[src/rtl/ts_pkg.sv]
// ts_pkg: shared TS sync constants (sync byte, 188/204 packet lengths) and FSM state encoding
package ts_pkg;
    typedef enum logic [1:0] {HUNT, VERIFY, LOCK} ts_state_t;
    localparam logic [7:0] SYNC_DEFAULT = 8'h47;
    localparam int TS_LEN_188 = 188;
    localparam int TS_LEN_204 = 204;
endpackage

[src/rtl/ts_sync_lock_if.sv]
// ts_sync_lock_if: byte stream bus; master drives byte_in/byte_valid, slave returns byte_out/valid/sync/sop/lost
interface ts_sync_lock_if;
    logic [7:0] byte_in;
    logic       byte_valid;
    logic [7:0] byte_out;
    logic       valid;
    logic       sync;
    logic       sop;
    logic       lost;
    modport master (output byte_in, byte_valid, input byte_out, valid, sync, sop, lost);
    modport slave (input byte_in, byte_valid, output byte_out, valid, sync, sop, lost);
endinterface

[src/rtl/ts_sync_lock.sv]
// ts_sync_lock: TS packet sync hunt/verify/lock with flywheel; ports clk, rst (sync active-low), bus (slave: byte_in/byte_valid in, byte_out/valid/sync/sop/lost out, 1-cycle latency)
module ts_sync_lock
    import ts_pkg::*;
#(
    parameter int         PKT_LEN   = TS_LEN_188,
    parameter int         LOCK_REPS = 5,
    parameter int         LOSS_REPS = 3,
    parameter logic [7:0] SYNC_BYTE = SYNC_DEFAULT
) (
    input logic           clk,
    input logic           rst,
    ts_sync_lock_if.slave bus
);
    localparam int PW = $clog2(PKT_LEN);
    localparam int GW = $clog2(LOCK_REPS + 1);
    localparam int MW = $clog2(LOSS_REPS + 1);
    ts_state_t     state, state_n;
    logic [PW-1:0] pos, pos_n;
    logic [GW-1:0] good, good_n, good_inc;
    logic [MW-1:0] miss, miss_n, miss_inc;
    logic          lost_n, hit, at0;
    assign hit      = bus.byte_in == SYNC_BYTE;
    assign at0      = pos == '0;
    assign good_inc = good + 1'b1;
    assign miss_inc = miss + 1'b1;
    always_comb begin
        state_n = state;
        pos_n   = (pos == PW'(PKT_LEN - 1)) ? '0 : pos + 1'b1;
        good_n  = good;
        miss_n  = miss;
        lost_n  = 1'b0;
        case (state)
            HUNT: begin
                state_n = hit ? VERIFY : HUNT;
                pos_n   = hit ? PW'(1) : '0;
                good_n  = hit ? GW'(1) : '0;
            end
            VERIFY: if (at0) begin
                state_n = !hit ? HUNT : (good_inc == GW'(LOCK_REPS)) ? LOCK : VERIFY;
                good_n  = (hit && good_inc != GW'(LOCK_REPS)) ? good_inc : '0;
                miss_n  = '0;
                if (!hit) pos_n = '0;
            end
            LOCK: if (at0) begin
                miss_n = hit ? '0 : miss_inc;
                if (!hit && miss_inc == MW'(LOSS_REPS)) begin
                    state_n = HUNT;
                    lost_n  = 1'b1;
                    miss_n  = '0;
                    pos_n   = '0;
                end
            end
            default: state_n = HUNT;
        endcase
    end
    always_ff @(posedge clk) begin
        if (!rst) begin
            state        <= HUNT;
            pos          <= '0;
            good         <= '0;
            miss         <= '0;
            bus.byte_out <= 8'h00;
            bus.valid    <= 1'b0;
            bus.sync     <= 1'b0;
            bus.sop      <= 1'b0;
            bus.lost     <= 1'b0;
        end else begin
            bus.valid <= bus.byte_valid;
            bus.sop   <= bus.byte_valid && at0 && state_n == LOCK;
            bus.lost  <= bus.byte_valid && lost_n;
            if (bus.byte_valid) begin
                state        <= state_n;
                pos          <= pos_n;
                good         <= good_n;
                miss         <= miss_n;
                bus.byte_out <= bus.byte_in;
                bus.sync     <= state_n == LOCK;
            end
        end
    end
endmodule

[src/flat_wrapper.sv]
// flat-port wrapper written by rule: the top's interface ports become plain ports
module ts_sync_lock_flat import ts_pkg::*;
#(
    parameter int         PKT_LEN   = TS_LEN_188,
    parameter int         LOCK_REPS = 5,
    parameter int         LOSS_REPS = 3,
    parameter logic [7:0] SYNC_BYTE = SYNC_DEFAULT
)
  (clk, rst, bus_byte_in, bus_byte_valid, bus_byte_out, bus_valid, bus_sync, bus_sop, bus_lost);
  ts_sync_lock_if bus_i ();
  input logic clk;
  input logic rst;
  input wire logic [$bits(bus_i.byte_in)-1:0] bus_byte_in;
  input wire logic [$bits(bus_i.byte_valid)-1:0] bus_byte_valid;
  output wire logic [$bits(bus_i.byte_out)-1:0] bus_byte_out;
  output wire logic [$bits(bus_i.valid)-1:0] bus_valid;
  output wire logic [$bits(bus_i.sync)-1:0] bus_sync;
  output wire logic [$bits(bus_i.sop)-1:0] bus_sop;
  output wire logic [$bits(bus_i.lost)-1:0] bus_lost;
  assign bus_i.byte_in = bus_byte_in;
  assign bus_i.byte_valid = bus_byte_valid;
  assign bus_byte_out = bus_i.byte_out;
  assign bus_valid = bus_i.valid;
  assign bus_sync = bus_i.sync;
  assign bus_sop = bus_i.sop;
  assign bus_lost = bus_i.lost;
  ts_sync_lock #(.PKT_LEN(PKT_LEN), .LOCK_REPS(LOCK_REPS), .LOSS_REPS(LOSS_REPS), .SYNC_BYTE(SYNC_BYTE)) u_core (.clk(clk), .rst(rst), .bus(bus_i));
endmodule
[config.mk]
export PLATFORM = sky130hd
export DESIGN_NAME = ts_sync_lock_flat
export DESIGN_NICKNAME = d
export VERILOG_FILES = /design/src/rtl/ts_pkg.sv /design/src/rtl/ts_sync_lock_if.sv /design/src/rtl/ts_sync_lock.sv /design/src/flat_wrapper.sv
export SDC_FILE = /design/constraint.sdc
export NUM_CORES = 1
export LEC_CHECK = 0
export CAP_MARGIN = 15
export CORE_MARGIN = 2
export CORE_UTILIZATION = 55
export DETAILED_ROUTE_END_ITERATION = 6
export GPL_ROUTABILITY_DRIVEN = 0
export PLACE_DENSITY = 0.9
export SLEW_MARGIN = 30
export SYNTH_ARGS = -nofsm -noshare
export SYNTH_HDL_FRONTEND = slang
export SYNTH_SLANG_ARGS = --single-unit
[constraint.sdc]
create_clock -name clk -period 4.4 [get_ports clk]
set_input_delay 0.88 -clock clk [delete_from_list [all_inputs] [get_ports clk]]
set_output_delay 0.88 -clock clk [all_outputs]
set_load 0.02 [all_outputs]
# == Word-level counts from Yosys, hierarchy flattened ==
# Index checks and enable logic that the tools add are counted.
# W data, S select, Z words.
# op_classes
n_addsub,3
n_mul,0
n_div,0
order_cmp,0
n_eq_ne,10
n_shift,0
n_mux,26
bitwise_logic,0
reduce_logical,12
# ops
operator,count
$mux W8,5
$pmux W8 S3,1
$mux W2,9
$add A8 B1 Y8 const B,1
$eq A8 B7 Y1 const B,1
$eq A8 B8 Y1 const B,1
$logic_not A8 Y1,1
$eq A2 B2 Y1 const B,3
$mux W1,6
$mux W3,2
$pmux W2 S3,1
$pmux W3 S2,1
$logic_and A1 B1 Y1,5
$ne A2 B1 Y1 const B,2
$pmux W2 S2,1
$reduce_and A4 Y1,1
$reduce_bool A2 Y1,2
$add A3 B1 Y3 const B,1
$eq A3 B3 Y1 const B,1
$ne A3 B3 Y1 const B,1
$reduce_and A3 Y1,1
$add A2 B1 Y2 const B,1
$eq A2 B1 Y1 const B,1
$logic_not A2 Y1,1
$logic_not A1 Y1,1
# totals
ff_bits,27
latch_bits,0
ramBits,0
romBits,0
input_bits,11
out_inout_bits,12
elab_cells,60
mem_count,0

# == Longest topological paths before layout ==
# Gate-level depths: netlist (run 1).
# logic_depth
depth_word,8
ltp_mapped,9
mapped_depth_nobuf,8

# == Worst setup path before layout (run 1) ==
# OpenSTA, ideal clock, no wires.
# synth_path
path_kind,in2reg
startpoint,input port bus_byte_in[7]
endpoint,register u_core.pos[7]
setup_ns,0.095
arrival_time_ns,2.388
t_required_ns,4.305
path_slack_ns,1.916
cell_stages,7
n_path_buf,1
path_cell_list,nand2b_1 > or4_1 > a21boi_0 > o31a_1 > buf_6 > inv_1 > o311ai_1
# synth_between
elab_chain_cells,6
word_cells_on_any_way,8
cone_classes,1 x eq/ne; 5 x mux; 2 x reduce/logical
# synth_lines
element,line,rtl
start: declaration,flat_wrapper.sv:13,input wire logic [$bits(bus_i.byte_in)-1:0] bus_byte_in;
$eq A8 B7 Y1 *,ts_sync_lock.sv:22,assign hit = bus.byte_in == SYNC_BYTE;
$logic_not A1 Y1,--,
$logic_and A1 B1 Y1,ts_sync_lock.sv:46,if (!hit && miss_inc == MW'(LOSS_REPS)) begin
$mux W8,ts_sync_lock.sv:46,
$mux W8,ts_sync_lock.sv:44,LOCK: if (at0) begin
$pmux W8 S3 *,ts_sync_lock.sv:32,case (state)
end signal: assignment,ts_sync_lock.sv:73,pos <= pos_n;
end: declaration,ts_sync_lock.sv:18,"logic [PW-1:0] pos, pos_n;"
# Every way passes the cells marked *; elsewhere a longest branch is shown, timed or not.
# A chain may end at the register's enable or synchronous reset.

# == Worst setup path in the final report (run 1) ==
# layout_path
startpoint,input port bus_byte_in[3]
endpoint,register u_core.pos[7]
# Same word-level chain as after synthesis.

==> impl_metrics.json, run 1 <==
{
  "result_of_the_run": "finished, final reports clean",
  "tritoncts_clock_tree": "built",
  "grt_use_total": 0.215,
  "antenna_left": 0,
  "routed-via-count": 1225,
  "yosys_warnings": 0,
  "combinationalPowerShare": 0.110,
  "hold_slack_ps": 464,
  "p_clk_frac": 0.266,
  "drt_iter0_drcs": 32,
  "report.final.setup_viol": 0,
  "endpoint_kind": "register",
  "synth_area_um2": 1420,
  "crit_required_ps": 4640,
  "cts.reportedPaths.clkPinSlew_ps": 140,
  "synth.yosys.seq_area_share": 0.381,
  "count_of_final_hold_check_violations": 0,
  "die_height_um": 54.8,
  "sequentialPowerShare": 0.624,
  "detailedPlacementHpwl_mm": 2.24,
  "min-delay-path-class": "register to register",
  "numPortBuffers": 22,
  "wl_mm": 3.01,
  "power_switching_share": 0.236,
  "placeable_core_area_um2": 2450,
  "clock_skew_ps": 4.97,
  "maximum_count_of_clock_buffers_along_a_single_path": 2,
  "cts.htree.levels": 1,
  "power.density_nw_per_um2": 242,
  "final_cell_area_um2": 1670,
  "timing_worst_setup_path_type": "input pin to register",
  "clk-insertion-delay-late_ps": 330,
  "std_cell_rows": 18,
  "cts_root_buf": "sky130_fd_sc_hd__clkbuf_4",
  "routed_len_inst_um": 14.5,
  "post-layout-total-power_uw": 404,
  "timing.critical_path.arrival_ps": 3210,
  "clock-sinks": 27,
  "yosysUniqueCellTypes": 39,
  "max_freq_ghz": 0.337,
  "crit_path_max_fanout": 10,
  "grt_antenna_before_repair": 0,
  "n_fill_cell": 188,
  "route.detailed.vias_per_inst": 5.89,
  "worst_pin_slew_ps": 728,
  "nets": 199,
  "final_period_minus_worst_setup_slack_ps": 2970,
  "ys_seq_elements": 27,
  "grt_pass1_vias": 1138,
  "final_core_utilization": 0.681,
  "maxSlewHeadroom": 0.510,
  "cts_repair_resize_count": 0,
  "grt_setup_unrepaired": "false",
  "firstDrtPassIters": 4,
  "grt_first_pass_wirelength_mm": 4.64,
  "antenna_cells": 0,
  "grt_max_degree": 17,
  "setup.worst_path.start_class": "input pin",
  "syn2layout_area_growth_pct": 17.9,
  "synth_area_per_cell_um2": 8.97,
  "ios": 23,
  "p_int_uw": 309,
  "finalMaxSlewViolations": 0,
  "numCtsBuffers": 3,
  "total_switching_power_uw": 95.4,
  "max_cap_violations": 0,
  "remaining_design_rule_violation_count": 0,
  "layout_worst_path_cycle_share": 0.675,
  "ir_worst_vdd_mv": 0.215,
  "postCtsSetupBuffers": 0,
  "drive_above_1_share": 0.0393,
  "dpl-instance-area_um2": 1650,
  "die_area_um2": 3000,
  "setup_tns_ps": 0,
  "total_leakage_power_uw": 0.000649,
  "postCtsHoldBufs": 0,
  "initial_core_util": 0.577,
  "die_width_um": 54.8,
  "syn_inst_count": 158,
  "syn-num-nets": 178,
  "congestion_overflow_gr": 0
}
## final timing paths
| check | startpoint | endpoint | slack [ps] | cells past startpoint |
|---|---|---|---|---|
| setup / recovery | bus_byte_in[3] | u_core.pos[7]$_SDFFE_PN0P_ | 1430 | 7 |
| hold / removal | u_core.bus.sync$_SDFFE_PN0P_ | u_core.bus.sync$_SDFFE_PN0P_ | 460 | 2 |
| setup reg to reg | u_core.pos[0]$_SDFFE_PN0P_ | u_core.pos[4]$_SDFFE_PN0P_ | 2090 | 8 |
| hold reg to reg | u_core.bus.sync$_SDFFE_PN0P_ | u_core.bus.sync$_SDFFE_PN0P_ | 460 | 2 |
## power groups by stage
stage          registers (uW)  logic [uW]  clock network [uW]
6_report                  252        44.6                 107
5_1_grt                   252        47.7                 118
4_1_cts                   252        44.6                 113
3_5_place_dp              257        44.5                   0
3_3_place_gp              257        43.7                   0
2_1_floorplan             263        16.0                   0
## metal layers
metal,global-route usage,vias up,part of all wire
li1,-,605,-
met1,0.232,563,0.41
met2,0.369,46,0.51
met3,0.0437,11,0.048
met4,0.150,0,0.028
met5,0,-,0
## final cells by class
cell class / count / area (um^2) / share of cell area
inverter: 13 / 48.8 / 0.0292
multi-input combinational: 112 / 798 / 0.478
sequential: 27 / 541 / 0.323
tap: 30 / 37.5 / 0.0225
clock buffer: 4 / 26.3 / 0.0157
timing repair buffer: 22 / 220 / 0.132
## cells in the final DEF (no fill, tap or decap), types with 2 or more instances in the layout
cell and count:
sky130_fd_sc_hd__a21oi_1 4, sky130_fd_sc_hd__a22o_1 3, sky130_fd_sc_hd__o21ai_0 8, sky130_fd_sc_hd__a21boi_0 3
sky130_fd_sc_hd__a32o_1 2, sky130_fd_sc_hd__and3_1 2, sky130_fd_sc_hd__mux2i_1 9, sky130_fd_sc_hd__nor3_1 3
sky130_fd_sc_hd__ha_1 9, sky130_fd_sc_hd__nor2_1 6, sky130_fd_sc_hd__nor2b_1 15, sky130_fd_sc_hd__nand2_1 14
sky130_fd_sc_hd__clkdlybuf4s50_1 22, sky130_fd_sc_hd__a21o_1 2, sky130_fd_sc_hd__nor4_1 3, sky130_fd_sc_hd__nand4_1 3
sky130_fd_sc_hd__inv_1 13, sky130_fd_sc_hd__clkbuf_4 3, sky130_fd_sc_hd__dfxtp_1 27, sky130_fd_sc_hd__nand3_1 8
## synth_stat cells, drive strengths merged
master	number	area share
inv	13	0.034
dfxtp	27	0.38
a32o	2	0.014
a21o	2	0.011
nor2b	15	0.066
o21ai	8	0.028
nand4	3	0.013
nor2	7	0.030
nand2	14	0.037
xor2	1	0.0062
o311ai	1	0.0062
mux2	1	0.0079
nor4	3	0.013
clkbuf	4	0.011
o41ai	1	0.0062
o21a	1	0.0053
nand4b	1	0.0062
nor3	3	0.011
a21oi	4	0.014
o211ai	1	0.0053
mux2i	9	0.064
buf	2	0.011
a32oi	1	0.0062
nand2b	1	0.0044
a22oi	1	0.0053
and3	2	0.0088
or4	1	0.0053
nand3	8	0.028
or4b	1	0.0097
or3	1	0.0044
o31ai	1	0.0053
a21boi	3	0.016
a22o	3	0.019
a41oi	1	0.0062
ha	9	0.079
a31oi	1	0.015
o31a	1	0.0062
## critical path, stage by stage
cell and delay, ps:
sky130_fd_sc_hd__clkdlybuf4s50_1 430, sky130_fd_sc_hd__nand4b_1 210, sky130_fd_sc_hd__or4_1 560, sky130_fd_sc_hd__a21boi_0 350, sky130_fd_sc_hd__o31a_1 370, sky130_fd_sc_hd__inv_1 130, sky130_fd_sc_hd__o311ai_1 290
## sequential cells by signal (all words and copies together) (netlist names)
| name | count |
|---|---|
| u_core.pos | 8 |
| u_core.state | 2 |
| u_core.bus.sop | 1 |
| u_core.bus.lost | 1 |
| u_core.bus.byte_out | 8 |
| u_core.bus.valid | 1 |
| u_core.miss | 2 |
| u_core.good | 3 |
| u_core.bus.sync | 1 |
## per-stage QoR
step | setup WS (ps) | std cells
floorplan | 1920 | 158
global placement | 1280 | 204
detailed placement | 1130 | 204
CTS | 1450 | 208
global route | 1330 | 208
finish | 1430 | 208
## cells by family after synthesis
kind of cell	Yosys count	synth area share
AND/OR/NAND/NOR	60	0.237
AO/OA/AOI/OAI	32	0.169
flip-flops	27	0.381
buffers and inverters	19	0.0556
multiplexers	10	0.0715
adder cells (fa/ha/maj)	9	0.0794
XOR/XNOR	1	0.00618
(Power assumes the default switching activity.)
==> run 2, diff against run 1 <==
Settings changed: CORE_ASPECT_RATIO set to 0.5, CORE_UTILIZATION 55 to 52, PLACE_DENSITY 0.9 to 0.86.
Clock period 4.4 ns to 3 ns, I/O delays scaled along.
==> run 2 against run 1 <==
Against the previous run:
- total power rose by 59%
- global-route usage fell by 1.3 points
- sequential power rose by 46%
- clock power rose by 91%
- combinational power rose by 52%
- count of clock-buffer cells in the layout did not move
- core utilization fell by 1.5 points
==> impl_metrics.json, run 2 (synthesis results as in run 1) <==
{
  "grt_antenna_before_repair": 0,
  "wl_mm": 2.95,
  "postCtsHoldBufs": 0,
  "congestion_overflow_gr": 0,
  "crit_path_top_delay_cell": "sky130_fd_sc_hd__or4_1",
  "cts.reportedPaths.clkPinSlew_ps": 90,
  "cts_root_buf": "sky130_fd_sc_hd__clkbuf_8",
  "final_cell_area_um2": 1720,
  "antenna_left": 0,
  "die_area_um2": 3190,
  "timing.critical_path.arrival_ps": 2790,
  "worst_pin_slew_ps": 758,
  "r2r-start": "u_core.pos[0]$_SDFFE_PN0P_",
  "drt_iter0_drcs": 59,
  "dpl-instance-area_um2": 1680,
  "min-delay-path-class": "register to register",
  "commonest_cells_after_routing_fill_and_taps_aside": "sky130_fd_sc_hd__dfxtp_1, sky130_fd_sc_hd__clkdlybuf4s50_1, sky130_fd_sc_hd__nor2b_1",
  "report.final.setup_viol": 0,
  "drive_above_1_share": 0.0552,
  "critPathTopFamily": "compound AO/OA/AOI/OAI gates",
  "detailedPlacementHpwl_mm": 2.19,
  "placeable_core_area_um2": 2590,
  "syn2layout_area_growth_pct": 21.4,
  "regToRegSetupSlack_ps": 630,
  "min_delay_path_depth": 2,
  "die_width_um": 77.8,
  "result_of_the_run": "finished, final reports clean",
  "initial_core_util": 0.548,
  "setup.worst_path.start_class": "input pin",
  "crit_required_ps": 3220,
  "final_period_minus_worst_setup_slack_ps": 2570,
  "crit_path_start": "bus_byte_in[7]",
  "postCtsSetupBuffers": 0,
  "numCtsBuffers": 3,
  "ir_worst_vdd_mv": 0.266,
  "std_cell_rows": 13,
  "pre_cts_ws_ps": 185,
  "count_of_final_hold_check_violations": 0,
  "die_height_um": 40.9,
  "antenna_cells": 0,
  "finalMaxSlewViolations": 0,
  "max_cap_violations": 0,
  "cts.htree.levels": 1,
  "grt_use_total": 0.202,
  "grt_max_degree": 15,
  "final_common_cell": "sky130_fd_sc_hd__dfxtp_1",
  "timing_worst_setup_path_type": "input pin to register",
  "timing.reg2reg.worst_path_depth": 9,
  "max_freq_ghz": 0.389,
  "power.density_nw_per_um2": 372,
  "tritoncts_clock_tree": "built",
  "cp_slowest_stage_delay_ps": 620,
  "ios": 23,
  "clock-sinks": 27,
  "path_cells": "clkdlybuf4s50_1 > nand2b_1 > or4_1 > a21boi_0 > o31a_1 > buf_4 > a21o_1 > a22o_1",
  "layout_worst_path_cycle_share": 0.856,
  "top_regs": "u_core.bus.byte_out: 8 flops, u_core.pos: 8 flops, u_core.good: 3 flops",
  "crit_path_max_fanout": 7,
  "routed-via-count": 1189,
  "critical_path.n_buffers_inverters": 2,
  "clock_skew_ps": 1.47,
  "maximum_count_of_clock_buffers_along_a_single_path": 2,
  "cts_repair_resize_count": 0,
  "endpoint_kind": "register",
  "remaining_design_rule_violation_count": 0,
  "grt_pass1_vias": 1094,
  "setup_tns_ps": 0,
  "post-layout-total-power_uw": 640,
  "nets": 202,
  "total_leakage_power_uw": 0.000672,
  "route.detailed.vias_per_inst": 5.45,
  "grt_first_pass_wirelength_mm": 4.83,
  "holdPathEnd": "u_core.bus.sync$_SDFFE_PN0P_",
  "grt_setup_unrepaired": "false",
  "numPortBuffers": 22,
  "maxSlewHeadroom": 0.490,
  "clk-insertion-delay-late_ps": 270,
  "critical_path.reg2reg.endpoint": "u_core.pos[4]$_SDFFE_PN0P_",
  "holdCritStartpoint": "u_core.bus.sync$_SDFFE_PN0P_",
  "firstDrtPassIters": 4,
  "routed_len_inst_um": 13.5,
  "layout_setup_ws_ps": 432
}
[run 2: how the worst max path moves through the flow]
stage	endpoint	depth (start not counted)	slack, ps
finish	u_core.pos[4]$_SDFFE_PN0P_	8	430
floorplan	u_core.pos[7]$_SDFFE_PN0P_	7	800
detailed placement	u_core.pos[6]$_SDFFE_PN0P_	8	180
global route	u_core.pos[6]$_SDFFE_PN0P_	8	290
CTS	u_core.pos[4]$_SDFFE_PN0P_	8	470
global placement	u_core.pos[6]$_SDFFE_PN0P_	8	280
[run 2: worst min-delay path, stage by stage (launching register included)]
cell and delay, ps:
sky130_fd_sc_hd__dfxtp_1 320, sky130_fd_sc_hd__nand2_1 50, sky130_fd_sc_hd__nand2_1 40
[run 2: stage by stage]
| stage | cells | utilization | hold slack (ps) |
|---|---|---|---|
| global route | 218 | 0.666 | 466 |
| global placement | 214 | 0.648 | 434 |
| CTS | 218 | 0.666 | 447 |
| detailed placement | 214 | 0.648 | 433 |
| floorplan | 158 | - | 452 |
| finish | 218 | 0.666 | 442 |
[run 2: final cells by class]
class | instances | area (um^2)
inverters | 13 | 48.8
repair buffers | 25 | 243
flip-flops and latches | 27 | 541
fillers | 200 | 865
multi-input cells | 112 | 798
clock buffers | 4 | 45.0
well taps | 37 | 46.3
[run 2: power by group]
part | total, uW | switching [uW] | internal, uW
sequential | 369 | 3.42 | 365
clock | 204 | 109 | 95.2
combinational | 67.8 | 31.8 | 36.0
total | 640 | 144 | 496
[run 2: routing by layer]
| layer | wire (um) | GRT usage |
|---|---|---|
| met3 | 135 | 0.0419 |
| met4 | 17 | 0.0536 |
| met5 | 0 | 0 |
| met2 | 1430 | 0.416 |
| met1 | 1360 | 0.226 |
